--- config.mk ---
export PLATFORM = sky130hd
export DESIGN_NAME = backend_cfg_master
export DESIGN_NICKNAME = d
export VERILOG_FILES = /design/src/rtl/backend_cfg_master.sv
export SDC_FILE = /design/constraint.sdc
export NUM_CORES = 1
export LEC_CHECK = 0
export CORE_ASPECT_RATIO = 0.6
export CORE_UTILIZATION = 55
export CTS_CLUSTER_DIAMETER = 60
export CTS_CLUSTER_SIZE = 16
export DETAILED_ROUTE_END_ITERATION = 16
export PLACE_DENSITY = 0.86
export SYNTH_ARGS = -nofsm -noshare
export SYNTH_HDL_FRONTEND = slang
export SYNTH_SLANG_ARGS = --single-unit
--- constraint.sdc ---
create_clock -name i_clk -period 2.3 [get_ports i_clk]
set_input_delay 0.345 -clock i_clk [delete_from_list [all_inputs] [get_ports i_clk]]
set_output_delay 0.345 -clock i_clk [all_outputs]
set_load 0.02 [all_outputs]
--- src/rtl/backend_cfg_master.sv ---
// Upstream configuration master for the analog backend: reset pulse, 5-bit serial
// gain frame on a divided sclk/sdin pair, then ready wait with timeout and VCO capture.
module backend_cfg_master #(
  parameter int unsigned SCLK_DIV      = 4,
  parameter int unsigned RESET_CYCLES  = 8,
  parameter int unsigned READY_TIMEOUT = 200
) (
  input  logic       i_clk,
  input  logic       i_reset,
  input  logic       i_start,
  input  logic [2:0] i_gainA1,
  input  logic [1:0] i_gainA2,
  input  logic       i_ready,
  input  logic       i_vco1_fast,
  output logic       o_resetbAll,
  output logic       o_sclk,
  output logic       o_sdin,
  output logic       o_busy,
  output logic       o_done,
  output logic       o_timeout,
  output logic       o_vco1_fast
);

  typedef enum logic [2:0] {
    IDLE, RST, SHIFT_LO, SHIFT_HI, WAIT_RDY, FINISH
  } state_t;

  localparam logic [7:0] RST_LAST = 8'(RESET_CYCLES - 1);
  localparam logic [7:0] DIV_LAST = 8'(SCLK_DIV - 1);
  localparam logic [7:0] TO_LAST  = 8'(READY_TIMEOUT - 1);

  state_t     state_q, state_d;
  logic [7:0] cnt_q, cnt_d;
  logic [2:0] bit_q, bit_d;
  logic [4:0] frame_q, frame_d;
  logic       resetb_q, resetb_d;
  logic       sclk_q, sclk_d;
  logic       sdin_q, sdin_d;
  logic       busy_q, busy_d;
  logic       done_q, done_d;
  logic       tmo_q, tmo_d;
  logic       vco_q, vco_d;

  always_comb begin
    state_d  = state_q;
    cnt_d    = cnt_q;
    bit_d    = bit_q;
    frame_d  = frame_q;
    resetb_d = resetb_q;
    sclk_d   = sclk_q;
    sdin_d   = sdin_q;
    busy_d   = busy_q;
    done_d   = done_q;
    tmo_d    = tmo_q;
    vco_d    = vco_q;
    unique case (state_q)
      IDLE, FINISH: begin
        if (i_start) begin
          frame_d  = {i_gainA1, i_gainA2};
          busy_d   = 1'b1;
          done_d   = 1'b0;
          tmo_d    = 1'b0;
          resetb_d = 1'b0;
          sclk_d   = 1'b0;
          cnt_d    = 8'd0;
          state_d  = RST;
        end
      end
      RST: begin
        if (cnt_q == RST_LAST) begin
          resetb_d = 1'b1;
          sdin_d   = frame_q[4];
          cnt_d    = 8'd0;
          bit_d    = 3'd0;
          state_d  = SHIFT_LO;
        end else begin
          cnt_d = cnt_q + 8'd1;
        end
      end
      SHIFT_LO: begin
        if (cnt_q == DIV_LAST) begin
          sclk_d  = 1'b1;
          cnt_d   = 8'd0;
          state_d = SHIFT_HI;
        end else begin
          cnt_d = cnt_q + 8'd1;
        end
      end
      SHIFT_HI: begin
        if (cnt_q == DIV_LAST) begin
          sclk_d = 1'b0;
          cnt_d  = 8'd0;
          // sdin only moves on the falling edge, so it is settled before each rise
          if (bit_q == 3'd4) begin
            sdin_d  = 1'b0;
            state_d = WAIT_RDY;
          end else begin
            frame_d = frame_q << 1;
            sdin_d  = frame_q[3];
            bit_d   = bit_q + 3'd1;
            state_d = SHIFT_LO;
          end
        end else begin
          cnt_d = cnt_q + 8'd1;
        end
      end
      WAIT_RDY: begin
        if (i_ready) begin
          vco_d   = i_vco1_fast;
          done_d  = 1'b1;
          busy_d  = 1'b0;
          state_d = FINISH;
        end else if (cnt_q == TO_LAST) begin
          // park the backend in reset when it never came up
          tmo_d    = 1'b1;
          busy_d   = 1'b0;
          resetb_d = 1'b0;
          state_d  = FINISH;
        end else begin
          cnt_d = cnt_q + 8'd1;
        end
      end
      default: state_d = IDLE;
    endcase
  end

  always_ff @(posedge i_clk) begin
    if (i_reset) begin
      state_q  <= IDLE;
      cnt_q    <= 8'd0;
      bit_q    <= 3'd0;
      resetb_q <= 1'b0;
      sclk_q   <= 1'b0;
      sdin_q   <= 1'b0;
      busy_q   <= 1'b0;
      done_q   <= 1'b0;
      tmo_q    <= 1'b0;
      vco_q    <= 1'b0;
    end else begin
      state_q  <= state_d;
      cnt_q    <= cnt_d;
      bit_q    <= bit_d;
      resetb_q <= resetb_d;
      sclk_q   <= sclk_d;
      sdin_q   <= sdin_d;
      busy_q   <= busy_d;
      done_q   <= done_d;
      tmo_q    <= tmo_d;
      vco_q    <= vco_d;
    end
  end

  always_ff @(posedge i_clk) begin
    frame_q <= frame_d;
  end

  assign o_resetbAll = resetb_q;
  assign o_sclk      = sclk_q;
  assign o_sdin      = sdin_q;
  assign o_busy      = busy_q;
  assign o_done      = done_q;
  assign o_timeout   = tmo_q;
  assign o_vco1_fast = vco_q;

endmodule

==> Flow_metrics.wiki <==
{| class="wikitable"
! Metric !! Value
|-
| Startpoint type of the worst setup path || flip-flop
|-
| Clk Latency, worst-skew pair || approximately 0.27 ns
|-
| Buffers added on ports || 16
|-
| Final design area excluding fillers || 1836 um^2
|-
| Area fraction in compound gates after synthesis || 0.2179
|-
| Max-capacitance violation count || 0
|-
| Via count normalized by instance count || 6.161
|-
| Ys Warns || 0
|-
| CTS H-Tree Depth || 1
|-
| Final number of max-transition violations || 0
|-
| Number of hold violations in the final report || 0
|-
| Largest driver fanout on the critical path || 8
|-
| Largest vdd supply drop || ~280 uV
|-
| Detail Placement HPWL || roughly 2800 um
|-
| Async SR Flop Fraction || 0
|-
| Layout Utilization || 0.7080
|-
| Master cell of the clock root buffer || clkbuf_8
|-
| Total iterations of the first detailed-routing run || 10
|-
| Kind of cell with the highest combined delay on the critical path || simple AND/OR/NAND/NOR gates
|-
| Multiplexer area fraction after synthesis || 0.04197
|-
| Residual antenna-violating net count after detailed routing || 0
|-
| Routed via count || 1454
|-
| Post-CTS Hold Buffers || 0
|-
| Yosys top cell by area || dfxtp_1
|-
| Total negative setup slack || 0 ns
|-
| Clock tree from TritonCTS || yes
|-
| Kind of capture point of the worst setup path || flip-flop
|-
| Buf+Inv Stages, Crit Path || 0
|-
| Pin count of the biggest net entering global routing || 19
|-
| Adder-cell area share of the yosys netlist || 0.03067
|-
| Critical-path top delay cell || or4_1
|-
| Violation count after the first detailed-routing iteration || 120
|-
| Filler cells || 210
|-
| Synthesis-to-layout area growth || 18.40%
|-
| Total global-route track usage || 0.2641
|-
| Number of standard cells in the final layout excluding fillers || 236
|-
| Post-synth design cell area || around 1600 um^2
|-
| Total placed cells including tap cells || 232
|-
| Number of enable-type register cells in the synthesized netlist || 5
|-
| Dominant cell by count in the synthesized netlist || dfxtp_1
|-
| Synth top area share || 0.2712
|-
| Fraction of layout instances using a drive strength above 1 || 0.1373
|-
| Starting utilization of the core area || 0.5980
|-
| Number of antenna repair diodes || 0
|-
| Net count of the mapped netlist || 197
|-
| WL/cell || 15.44 um
|-
| Number of antenna violations at the first check in global routing || 0
|-
| Average instance area after synthesis || 8.425 um^2
|-
| Leakage Power || 0.0006598 uW
|-
| Post-synthesis sequential element count || 26
|-
| Category of the critical setup timing path || reg2reg
|-
| Outcome || complete, but fails checks
|-
| Achievable Freq || 472.3 MHz
|-
| Number of cell rows || 14
|-
| Combinational family with the most area after synthesis || simple AND/OR/NAND/NOR gates
|-
| I/O pin count || 17
|-
| Leading register cell type out of synthesis || dfxtp_1
|-
| Final setup viols || 0
|-
| Fraction of synthesized cell area in xor and xnor cells || 0.01695
|-
| Number of library cell types mapped by synthesis || 49
|-
| Worst endpoint required time || 2.27 ns
|-
| GR Overflow Total || 0
|-
| Clock-pin slew of the registers on the worst-case setup and hold paths || about 0.090 ns
|-
| Sink Count || 26
|-
| CP peak stage delay || 0.58 ns
|-
| Mapped Cells || between 150 and 200
|-
| Share of the cycle needed by the critical path after routing || 0.9205
|-
| Simple logic cell fraction of the synthesized area || 0.2776
|-
| Power density of the placed cells || 468.3 nW/um^2
|-
| Via count of the first global-routing pass || 1314
|-
| Die area || 3042 um^2
|-
| Slew of the pin with the lowest slew margin || 0.6171 ns
|-
| Biggest area contributors in the synthesized netlist || dfxtp_1 (27%), edfxtp_1 (9.7%), a21oi_1 (4.5%)
|-
| Maximum clock insertion buffer count || 2
|-
| Horizontal die dimension || between 70 and 80 um
|-
| Final Total Pwr || around 860 uW
|-
| Global-route wire length before repair || 6175 um
|-
| Final weighted congestion in routability-driven placement || a little over 0.9
|-
| Worst max-slew margin expressed relative to the limit || 0.5848
|-
| Number of nets in the finished design || around 220
|-
| Total wire length || 3645 um
|-
| Failing checks || design-rule violations
|-
| Number of remaining DRC errors || 2
|-
| Chip Height || 43.13 um
|-
| Shortest period the worst path allows || 2.117 ns
|-
| Most frequent cells after synthesis || dfxtp_1 (21), nor2_1 (18), nand2_1 (16), a21oi_1 (14)
|-
| Arrival @ worst endpoint || around 2.1 ns
|-
| Class of the tightest hold or removal check || reg2reg
|-
| Cells along the critical path || or4_1, or2_2, o31ai_1, a22o_1
|-
| Setup repair after global routing missed its margin || false
|-
| CTS Buf Count || 3
|-
| Fraction of the yosys area taken by sequential cells || 0.3680
|-
| Core Area || 2592 um^2
|-
| Skew final || 0.006194 ns
|-
| Placed inst area || 1783 um^2
|}
## cells by family (layout without fill, tap and decap cells)
group / after synthesis / after routing
multiplexers: 6 / 6
buffers and inverters: 17 / 37
flip-flops: 26 / 26
AND/OR/NAND/NOR: 81 / 81
AO/OA/AOI/OAI: 47 / 47
XOR/XNOR: 3 / 3
adder cells (fa/ha/maj): 4 / 4
## final cells by class
type	instances	area, um^2	area share
clock buffers	3	41.29	0.02249
clock inverters	1	3.754	0.002045
inverters	6	22.52	0.01227
multi-input cells	141	914.6	0.4983
flip-flops and latches	26	570.5	0.3108
well taps	32	40.04	0.02181
repair buffers	27	242.7	0.1322
## stage by stage
step | hold slack [ns] | setup WS, ns
6_report | 0.4617 | 0.1829
3_3_place_gp | 0.4477 | 0.2491
3_5_place_dp | 0.4501 | 0.1878
5_1_grt | 0.4909 | 0.07381
4_1_cts | 0.4649 | 0.1658
2_1_floorplan | 0.4716 | 0.2955
## state kept, by name, summed over array words and instances, names as in the netlist
| name | flops |
|---|---|
| frame_q | 5 |
| o_busy | 1 |
| o_vco1_fast | 1 |
| o_sdin | 1 |
| state_q | 3 |
| o_done | 1 |
| o_resetbAll | 1 |
| cnt_q | 8 |
| bit_q | 3 |
| o_sclk | 1 |
| o_timeout | 1 |
## path summary, 6_finish.rpt
| path | from | end | slack [ns] | cells after the start |
|---|---|---|---|---|
| min reg2reg | o_vco1_fast$_SDFFE_PP0P_ | o_vco1_fast$_SDFFE_PP0P_ | 0.46 | 2 |
| max | cnt_q[4]$_SDFFE_PP0P_ | frame_q[2]$_DFFE_PP_ | 0.18 | 4 |
| min | o_vco1_fast$_SDFFE_PP0P_ | o_vco1_fast$_SDFFE_PP0P_ | 0.46 | 2 |
| max reg2reg | cnt_q[4]$_SDFFE_PP0P_ | frame_q[2]$_DFFE_PP_ | 0.18 | 4 |
## layer usage
metal,part of all wire,global-route usage,vias to the layer above
li1,-,-,708
met1,0.48,0.3750,683
met2,0.43,0.4175,60
met3,0.081,0.06651,3
met4,0.0038,0.03600,0
met5,0,0,-
## placed cells by master, fill, tap and decap left out, drive strengths merged, types with 2 or more instances in the layout
cell	n
nor2	18
nand3b	5
nor2b	5
a31oi	2
o31ai	4
buf	11
inv	6
nand3	9
or4	2
xor2	2
o21ai	9
a21oi	14
o311ai	2
or2	3
nand2	16
nand2b	4
a211oi	2
a32oi	2
clkbuf	3
edfxtp	5
mux2	4
clkdlybuf4s50	16
and2	4
a31o	2
o211ai	2
dfxtp	21
nor3	7
mux2i	2
ha	3
## worst min-delay path, stage by stage, from the launching register on
cell and delay (ns):
dfxtp_1 0.32, nand2_1 0.05, a21oi_1 0.05
## report_power, final
group	leakage, uW	switching [uW]	internal [uW]	total, uW
clock network	0.0000231	145	120	265
registers	0.000218	9.33	477	486
logic	0.000419	58.5	50.3	109
total	0.000660	213	647	860
## what timing repair did
item,4_1_cts,5_1_grt
setup endpoints to repair,0,3
resized for setup,0,1
endpoints found under the hold margin,0,0
setup buffers,0,0
Note: power is estimated with default switching activity, not from simulation.
